$ cat src/rtl/instr_mem_pkg.sv
// Shared definitions for the instruction-memory loader.
// Optional checksum support is controlled by INSTR_MEM_LOADER_CHECKSUM_EN.
package instr_mem_pkg;

  localparam int unsigned IMEM_DEPTH  = 256;
  localparam int unsigned IMEM_WORD_W = 32;
  localparam int unsigned IMEM_BYTE_W = 8;

  // CHECK is only entered when the checksum option is built in.
  typedef enum logic [2:0] {
    IDLE  = 3'd0,
    LOAD  = 3'd1,
    WRITE = 3'd2,
    DONE  = 3'd3,
    CHECK = 3'd4
  } loader_state_e;

  // Byte address of a word index; wraps modulo 2^32.
  function automatic logic [IMEM_WORD_W-1:0] imem_byte_addr(
    input logic [IMEM_WORD_W-1:0] base,
    input logic [IMEM_WORD_W-1:0] idx
  );
    return base + (idx << 2);
  endfunction

endpackage

$ cat src/rtl/byte_word_packer.sv
// Packs a byte stream into big-endian 32-bit words.
// word_valid_o pulses combinationally with the 4th accepted byte; word_o is
// the completed word in that same cycle (first byte in [31:24]).
module byte_word_packer
  import instr_mem_pkg::*;
(
  input  logic                   clk,
  input  logic                   rst_n,
  input  logic                   clear_i,
  input  logic                   byte_valid_i,
  input  logic [IMEM_BYTE_W-1:0] byte_i,
  output logic                   word_valid_o,
  output logic [IMEM_WORD_W-1:0] word_o
);

  logic [1:0]                         byte_cnt_q, byte_cnt_d;
  logic [IMEM_WORD_W-IMEM_BYTE_W-1:0] shift_q, shift_d;

  // Shift and count on each accepted byte; the count wraps to 0 after byte 4.
  always_comb begin
    byte_cnt_d = byte_cnt_q;
    shift_d    = shift_q;
    if (clear_i) begin
      byte_cnt_d = '0;
      shift_d    = '0;
    end else if (byte_valid_i) begin
      byte_cnt_d = byte_cnt_q + 2'd1;
      shift_d    = {shift_q[IMEM_WORD_W-2*IMEM_BYTE_W-1:0], byte_i};
    end
  end

  // Packer state registers.
  always_ff @(posedge clk or negedge rst_n) begin
    if (!rst_n) begin
      byte_cnt_q <= '0;
      shift_q    <= '0;
    end else begin
      byte_cnt_q <= byte_cnt_d;
      shift_q    <= shift_d;
    end
  end

  // Completed word is presented alongside the 4th byte.
  always_comb begin
    word_valid_o = byte_valid_i && !clear_i && (byte_cnt_q == 2'd3);
    word_o       = {shift_q, byte_i};
  end

endmodule

$ cat src/rtl/instr_mem_loader.sv
// Instruction-memory loader: byte stream in, one-cycle word writes out,
// core held in reset while loading.
// Define INSTR_MEM_LOADER_CHECKSUM_EN to require a trailing 32-bit
// big-endian checksum (sum mod 2^32 of all written words).
module instr_mem_loader
  import instr_mem_pkg::*;
#(
  parameter int unsigned DEPTH     = IMEM_DEPTH,
  parameter logic [31:0] BASE_ADDR = 32'h0000_0000,
  parameter int unsigned CNT_W     = 9
) (
  input  logic                   clk,
  input  logic                   reset_n,
  input  logic                   start,
  input  logic [CNT_W-1:0]       num_words,
  input  logic                   in_valid,
  input  logic [IMEM_BYTE_W-1:0] in_data,
  output logic                   in_ready,
  output logic                   mem_we,
  output logic [IMEM_WORD_W-1:0] mem_addr,
  output logic [IMEM_WORD_W-1:0] mem_wdata,
  output logic                   busy,
  output logic                   done,
  output logic                   cpu_hold,
  output logic                   error
);

  localparam logic [CNT_W-1:0] DEPTH_C = CNT_W'(DEPTH);

  loader_state_e          state_q;
  logic [CNT_W-1:0]       n_q;
  logic [CNT_W-1:0]       word_idx_q;
  logic                   mem_we_q;
  logic [IMEM_WORD_W-1:0] mem_addr_q;
  logic [IMEM_WORD_W-1:0] mem_wdata_q;
  logic                   busy_q;
  logic                   done_q;
  logic                   cpu_hold_q;
  logic                   error_q;
`ifdef INSTR_MEM_LOADER_CHECKSUM_EN
  logic [IMEM_WORD_W-1:0] sum_q;
`endif

  logic                   start_ok;
  logic                   overflow_d;
  logic [CNT_W-1:0]       n_d;
  logic [CNT_W-1:0]       word_idx_d;
  logic                   accept;
  logic                   word_valid;
  logic [IMEM_WORD_W-1:0] word;

  // in_ready is a pure decode of state so it drops the cycle after byte 4.
  always_comb begin
    in_ready = (state_q == LOAD);
`ifdef INSTR_MEM_LOADER_CHECKSUM_EN
    if (state_q == CHECK) in_ready = 1'b1;
`endif
  end

  // Start qualification, clamped word count and next word index.
  always_comb begin
    start_ok   = start && ((state_q == IDLE) || (state_q == DONE));
    overflow_d = (num_words > DEPTH_C);
    n_d        = overflow_d ? DEPTH_C : num_words;
    word_idx_d = word_idx_q + CNT_W'(1);
    accept     = in_valid && in_ready;
  end

  byte_word_packer u_packer (
    .clk          (clk),
    .rst_n        (reset_n),
    .clear_i      (start_ok),
    .byte_valid_i (accept),
    .byte_i       (in_data),
    .word_valid_o (word_valid),
    .word_o       (word)
  );

  // Loader FSM with registered outputs.
  always_ff @(posedge clk or negedge reset_n) begin
    if (!reset_n) begin
      state_q     <= IDLE;
      n_q         <= '0;
      word_idx_q  <= '0;
      mem_we_q    <= 1'b0;
      mem_addr_q  <= '0;
      mem_wdata_q <= '0;
      busy_q      <= 1'b0;
      done_q      <= 1'b0;
      cpu_hold_q  <= 1'b1;
      error_q     <= 1'b0;
`ifdef INSTR_MEM_LOADER_CHECKSUM_EN
      sum_q       <= '0;
`endif
    end else begin
      mem_we_q <= 1'b0;
      case (state_q)
        IDLE, DONE: begin
          if (start_ok) begin
            n_q        <= n_d;
            word_idx_q <= '0;
            error_q    <= overflow_d;
`ifdef INSTR_MEM_LOADER_CHECKSUM_EN
            sum_q      <= '0;
`endif
            if (n_d == '0) begin
              state_q    <= DONE;
              busy_q     <= 1'b0;
              done_q     <= 1'b1;
              cpu_hold_q <= 1'b0;
            end else begin
              state_q    <= LOAD;
              busy_q     <= 1'b1;
              done_q     <= 1'b0;
              cpu_hold_q <= 1'b1;
            end
          end
        end
        LOAD: begin
          if (word_valid) begin
            state_q     <= WRITE;
            mem_we_q    <= 1'b1;
            mem_addr_q  <= imem_byte_addr(BASE_ADDR, IMEM_WORD_W'(word_idx_q));
            mem_wdata_q <= word;
`ifdef INSTR_MEM_LOADER_CHECKSUM_EN
            sum_q       <= sum_q + word;
`endif
          end
        end
        WRITE: begin
          word_idx_q <= word_idx_d;
          if (word_idx_d == n_q) begin
`ifdef INSTR_MEM_LOADER_CHECKSUM_EN
            state_q    <= CHECK;
`else
            state_q    <= DONE;
            busy_q     <= 1'b0;
            done_q     <= 1'b1;
            cpu_hold_q <= 1'b0;
`endif
          end else begin
            state_q <= LOAD;
          end
        end
`ifdef INSTR_MEM_LOADER_CHECKSUM_EN
        CHECK: begin
          if (word_valid) begin
            if (word != sum_q) error_q <= 1'b1;
            state_q    <= DONE;
            busy_q     <= 1'b0;
            done_q     <= 1'b1;
            cpu_hold_q <= 1'b0;
          end
        end
`endif
        default: state_q <= IDLE;
      endcase
    end
  end

  // Registered outputs to ports.
  always_comb begin
    mem_we    = mem_we_q;
    mem_addr  = mem_addr_q;
    mem_wdata = mem_wdata_q;
    busy      = busy_q;
    done      = done_q;
    cpu_hold  = cpu_hold_q;
    error     = error_q;
  end

endmodule

$ cat config.mk
export PLATFORM = sky130hd
export DESIGN_NAME = instr_mem_loader
export DESIGN_NICKNAME = d
export VERILOG_FILES = /design/src/rtl/instr_mem_pkg.sv /design/src/rtl/byte_word_packer.sv /design/src/rtl/instr_mem_loader.sv
export SDC_FILE = /design/constraint.sdc
export NUM_CORES = 1
export LEC_CHECK = 0
export ABC_AREA = 1
export BUFFER_PORTS_ARGS = -buffer_cell sky130_fd_sc_hd__buf_2
export CORE_MARGIN = 2
export CORE_UTILIZATION = 50
export DETAILED_ROUTE_END_ITERATION = 7
export MAX_ROUTING_LAYER = met4
export PLACE_DENSITY = 0.84
export RECOVER_POWER = 25
export SYNTH_ARGS = -nofsm -noshare
export SYNTH_HDL_FRONTEND = slang
export SYNTH_SLANG_ARGS = --single-unit
export TNS_END_PERCENT = 100
$ cat constraint.sdc
create_clock -name clk -period 2.85 [get_ports clk]
set_input_delay 0.1425 -clock clk [delete_from_list [all_inputs] [get_ports clk]]
set_output_delay 0.1425 -clock clk [all_outputs]
set_load 0.01 [all_outputs]
Word level (Yosys, flattened, before mapping)

Index checks and enable logic that the tools add are counted.

Flip-flop bits (word level): 93
Input port bits: 21
Word-level logic and storage cells: 61

Add/sub/neg operators: 2
Order comparisons: 1
Equal/unequal tests: 8
Muxes and demuxes: 22
Reduce and logical (&&, ||, !) cells: 16

Operators with widths:

| operator                                                               | count |
|---|---|
| 24-bit two-way mux                                                     | 2 |
| 9-bit two-way mux                                                      | 2 |
| 9-bit case mux with 2 select lines                                     | 1 |
| 9-bit by 1-bit adder with 9-bit output (second input constant)         | 1 |
| 9-bit equality test                                                    | 1 |
| 9-bit greater-than comparator (second input constant)                  | 1 |
| 9-bit zero test                                                        | 1 |
| 3-bit case mux with 3 select lines                                     | 1 |
| 1-bit two-way mux                                                      | 8 |
| 2-bit two-way mux                                                      | 4 |
| 2-bit AND reduction                                                    | 4 |
| 3-bit by 2-bit equality test with 1-bit output (second input constant) | 2 |
| 3-bit two-way mux                                                      | 2 |
| 1-bit logical AND                                                      | 4 |
| 2-bit by 1-bit != test with 1-bit output (second input constant)       | 2 |
| 1-bit case mux with 2 select lines                                     | 2 |
| 2-bit nonzero test                                                     | 2 |
| 3-bit by 1-bit equality test with 1-bit output (second input constant) | 1 |
| 3-bit zero test                                                        | 1 |
| 3-bit AND reduction                                                    | 1 |
| 2-bit by 1-bit adder with 2-bit output (second input constant)         | 1 |
| 2-bit equality test (second input constant)                            | 1 |
| 2-bit != test (second input constant)                                  | 1 |
| 2-bit OR reduction                                                     | 1 |
| 2 further kinds                                                        | 2 |

Logic depth before layout (Yosys ltp)

Word-level depth: 8
Gate-level depth with buffers: 14
Mapped depth without buffers: 14

By module

A second synthesis with hierarchy kept.

Cells, all modules: 503
Area, all modules: 4,205.3 µm²

Modules (own cells, without submodules):

| module           | instances | cells an instance | area each (µm²) | seq. area each (µm²) |
|---|---|---|---|---|
| instr_mem_loader | 1         | 379               | 3,078.0         | 1,652.8 |
| byte_word_packer | 1         | 124               | 1,127.3         | 650.6 |

Least setup slack after synthesis

Ideal clock, no wire load.

Path kind: register to register
From: reg state_q[0]
To: reg mem_wdata_q[28] (netlist: mem_wdata[28])
Arrival time: 1.562 ns
Slack: 1.158 ns
Cell stages (with the launch flop): 11
Clock period less this slack: 1.692 ns
Cells stage by stage: dfrtp_1 > inv_1 > ha_1 > nand2_1 > inv_1 > nor2_2 > nand2_1 > buf_2 > buf_2 > nand2_1 > o21ai_0

Cells in the longest elaborated chain, start to end: 7
Elaborated cells between the ends (all ways): 10
Classes of those cells: eq/ne: 2; reduce/logical: 8

Ends and longest elaborated chain:

| item                                                                                     | line                    | text |
|---|---|---|
| start, declared                                                                          | instr_mem_loader.sv:30  | `loader_state_e state_q;` |
| start signal, assigned                                                                   | instr_mem_loader.sv:82  | `state_q <= IDLE;` |
| start signal, assigned                                                                   | instr_mem_loader.sv:107 | `state_q <= DONE;` |
| start signal, assigned                                                                   | instr_mem_loader.sv:112 | `state_q <= LOAD;` |
| 3-bit by 2-bit equality test with 1-bit output / 3-bit zero test (equally long branches) | instr_mem_loader.sv:62  | `start_ok = start && ((state_q == IDLE) \|\| (state_q == DONE));` |
| 1-bit logical OR                                                                         | instr_mem_loader.sv:62  |  |
| 1-bit logical AND                                                                        | instr_mem_loader.sv:62  |  |
| 1-bit zero test                                                                          | byte_word_packer.sv:45  | `word_valid_o = byte_valid_i && !clear_i && (byte_cnt_q == 2'd3);` |
| 1-bit logical AND (2 in a row)                                                           | byte_word_packer.sv:45  |  |
| 2-bit AND reduction (no source line) *                                                   | -                       |  |
| end signal, assigned                                                                     | instr_mem_loader.sv:124 | `mem_wdata_q <= word;` |
| end, declared                                                                            | instr_mem_loader.sv:35  | `logic [IMEM_WORD_W-1:0] mem_wdata_q;` |

Mark *: on every way between the ends. The rest lies on a longest branch, timed or not.
A chain may end at the register's enable or synchronous reset.

Final worst setup path

From: reg state_q[0]
To: reg u_packer.byte_cnt_q[0]

Cells in the longest elaborated chain, start to end: 4
Elaborated cells between the ends (all ways): 8
Classes of those cells: eq/ne: 2; mux: 1; reduce/logical: 5

Ends and longest elaborated chain:

| item                                                                                     | line                   | text |
|---|---|---|
| 3-bit by 2-bit equality test with 1-bit output / 3-bit zero test (equally long branches) | instr_mem_loader.sv:62 |  |
| 1-bit logical OR                                                                         | instr_mem_loader.sv:62 |  |
| 1-bit logical AND                                                                        | instr_mem_loader.sv:62 |  |
| 2-bit two-way mux / 2-bit nonzero test (equally long branches)                           | -                      |  |
| end signal, assigned                                                                     | byte_word_packer.sv:38 | `byte_cnt_q <= byte_cnt_d;` |
| end, declared                                                                            | byte_word_packer.sv:16 | `logic [1:0] byte_cnt_q, byte_cnt_d;` |

Parallel ways exist; a longest one is shown, timed or not.

==> flow_summary.json <==
{
  "grt_pass1_vias": 2851,
  "overflow": 0,
  "grt_max_degree": 93,
  "worst_ep_required_time_ps": 3060,
  "drt-total-wl_mm": 7.54,
  "whs_ps": 45.5,
  "wl_per_cell_um": 12.4,
  "synth_cell_types": 29,
  "yosysSeqAreaShare": 0.575,
  "reg2reg_slack_ps": 680,
  "routabilityCongestion": 0.917,
  "worstPathArrival_ps": 2380,
  "critPathBufInv": 3,
  "syn_to_final_growth_pct": 13.1,
  "drtPass1Iterations": 4,
  "reg2reg_depth": 7,
  "diodes": 0,
  "final_cell_mix": "93 x nand2_1, 91 x dfrtp_1, 72 x inv_1, 66 x buf_2, 44 x o21ai_0",
  "crit_fanout": 25,
  "vdd_drop_max_v": 0.000404,
  "yosys.area.top_type_share": 0.569,
  "syn_inst": 438,
  "met1_usage": 0.241,
  "crit_top_cell": "inv_1",
  "grt_pass1_wl_mm": 12.7,
  "rows": 32,
  "muxShareOfSynthArea": 0,
  "postCtsSetupRepairBufs": 0,
  "synth_area_leader_cell": "dfrtp_1",
  "dpl_cell_area_mm2": 0.00434,
  "cts_max_level": 3,
  "coreArea_mm2": 0.00773,
  "power_density_mw_per_mm2": 876,
  "min_to": "u_packer.shift_q[1]",
  "top_usage_layer": "met2",
  "crit_chain": "inv_1 > ha_1 > nand2_1 > inv_1 > nor2_2 > inv_1 > o21ai_0",
  "ys_ff_latch": 92,
  "hold_depth": 3,
  "postSynthAreaPerCell_um2": 9.14,
  "drc": 0,
  "hold_class": "in -> reg",
  "hold_viol": 0,
  "synth_area_leaders": "dfrtp_1 57%, nand2_1 8.8%, inv_1 6.7%",
  "cts_num_sinks": 92,
  "setup.worst_path.class": "reg -> reg",
  "vias": 2977,
  "r2r_start": "state_q[0]",
  "routed_via_density": 4.89,
  "power.total_uw": 3970,
  "slew_headroom": -0.442,
  "start_kind": "register",
  "synth_xor_area_frac": 0.00219,
  "cts_buffers": 9,
  "rsz0062_at_grt": "false",
  "mostFrequentLayoutCell": "nand2_1",
  "yosys.area_share.simple": 0.140,
  "setup_slack_ps": 677,
  "clk_path_buf_depth": 2,
  "setup_viol": 0,
  "timing.final.crit_period_ps": 2170,
  "gr-usage-met2": 0.296,
  "finClkSkew_ps": 4.69,
  "status": "finished, violations left",
  "synth-adder-area-share": 0.0156,
  "drv_cap": 1,
  "antenna_left": 0,
  "port_buffers": 67,
  "num_io_pins": 91,
  "clkLatencyLatePin_ps": 350,
  "cp_slowest_cell": "inv_1",
  "min_from": "in_data[1]",
  "p_leak_uw": 0.00240,
  "end_kind": "register",
  "final_nets": 528,
  "place_ws_ps": 684,
  "dp_hpwl_mm": 5.31,
  "fmax_mhz": 460,
  "die_x_um": 93.5,
  "clkSlewWorstSetupHoldPaths_ps": 90,
  "tns_ps": 0,
  "clock_tree.root_cell": "clkbuf_8",
  "cts_tree": "built",
  "antenna_found_initial": 0,
  "hold_buffers": 0,
  "yosysWarnings": 0,
  "drtIter0Drc": 186,
  "groute.layer.met3.usage": 0.0492,
  "netlist_area_mm2": 0.00401,
  "die-area_mm2": 0.00874,
  "cts_resized": 0,
  "post-route-period-util": 0.762,
  "fp.dieH_um": 93.5,
  "final_cell_area_mm2": 0.00453,
  "worstMarginPinSlew_ps": 2160,
  "finalMaxSlewViolations": 93,
  "synth-compound-area-share": 0.134,
  "drive_gt1_frac": 0.201,
  "synth_top_family_by_area": "simple AND/OR/NAND/NOR gates",
  "path_delay_family": "buffers and inverters",
  "critPathMaxStageDelay_ps": 560,
  "grt_use_total": 0.189,
  "violations": "max-capacitance violations, max-slew violations",
  "worstReg2RegEnd": "u_packer.byte_cnt_q[0]",
  "start_util": 0.518
}
[layer usage]
layer / up-vias / share of wire
met5: - / 0
met4: 0 / 0.019
met3: 11 / 0.059
met2: 82 / 0.46
met1: 1397 / 0.46
li1: 1487 / -
[final cells by class]
type	count	area, um^2
flip-flops and latches	92	2300
clock inverters	5	35.0
fillers	668	3200
well taps	102	128
inverters	75	282
multi-input cells	254	1260
clock buffers	11	151
repair buffers	70	370
[worst register-to-register path: cells and delay by family (launching register included)]
| family | cells | cell delay [ps] |
|---|---|---|
| AOI/OAI and AO/OA | 1 | 170 |
| adders and majority gates | 1 | 320 |
| buffers and inverters | 3 | 930 |
| DFF | 1 | 400 |
| and+or+nand+nor | 2 | 210 |
[sequential cells by signal, indices dropped and copies added (netlist names)]
signal	flops
n_q	9
state_q	2
word_idx_q	9
error	1
u_packer.byte_cnt_q	2
mem_addr	9
mem_wdata	32
cpu_hold	1
busy	1
u_packer.shift_q	24
done	1
mem_we	1
[cells in the mapped netlist, drive strengths merged]
cell     n
nand2   97
o22ai   40
a21oi    5
buf     29
ha       5
clkbuf  10
nand3   17
inv     74
dfrtp   91
dfstp    1
nor2    14
xnor2    1
o21ai   47
o21a     1
clkinv   1
conb     1
a22o     1
nand4    3
[where the power goes]
part	internal, uW	switching, uW	total (uW)
sequential	1670	175	1850
combinational	476	831	1310
clock	366	445	811
[worst max-delay path by stage]
stage,slack [ps],start,endpoint,depth (start not counted)
after floorplan,1160,state_q[0],mem_wdata[28],10
after global placement,800,state_q[0],u_packer.byte_cnt_q[0],7
after detailed placement,680,state_q[0],u_packer.byte_cnt_q[0],7
after CTS,670,state_q[0],u_packer.byte_cnt_q[0],7
after global routing,420,state_q[0],u_packer.shift_q[2],7
final,680,state_q[0],u_packer.byte_cnt_q[0],7
[metrics by stage]
| stage | utilization | cells |
|---|---|---|
| after CTS | 0.586 | 609 |
| after global routing | 0.586 | 609 |
| after detailed placement | 0.562 | 593 |
| after floorplan | - | 460 |
| after global placement | 0.562 | 593 |
| final | 0.586 | 609 |
[cells by family after synthesis]
family | count (synthesis)
compound gates | 94
xor+xnor | 1
fa+ha+maj | 5
buf+inv | 114
flops | 92
other cells | 1
simple gates | 131
Power figures use the tool's default switching activity.
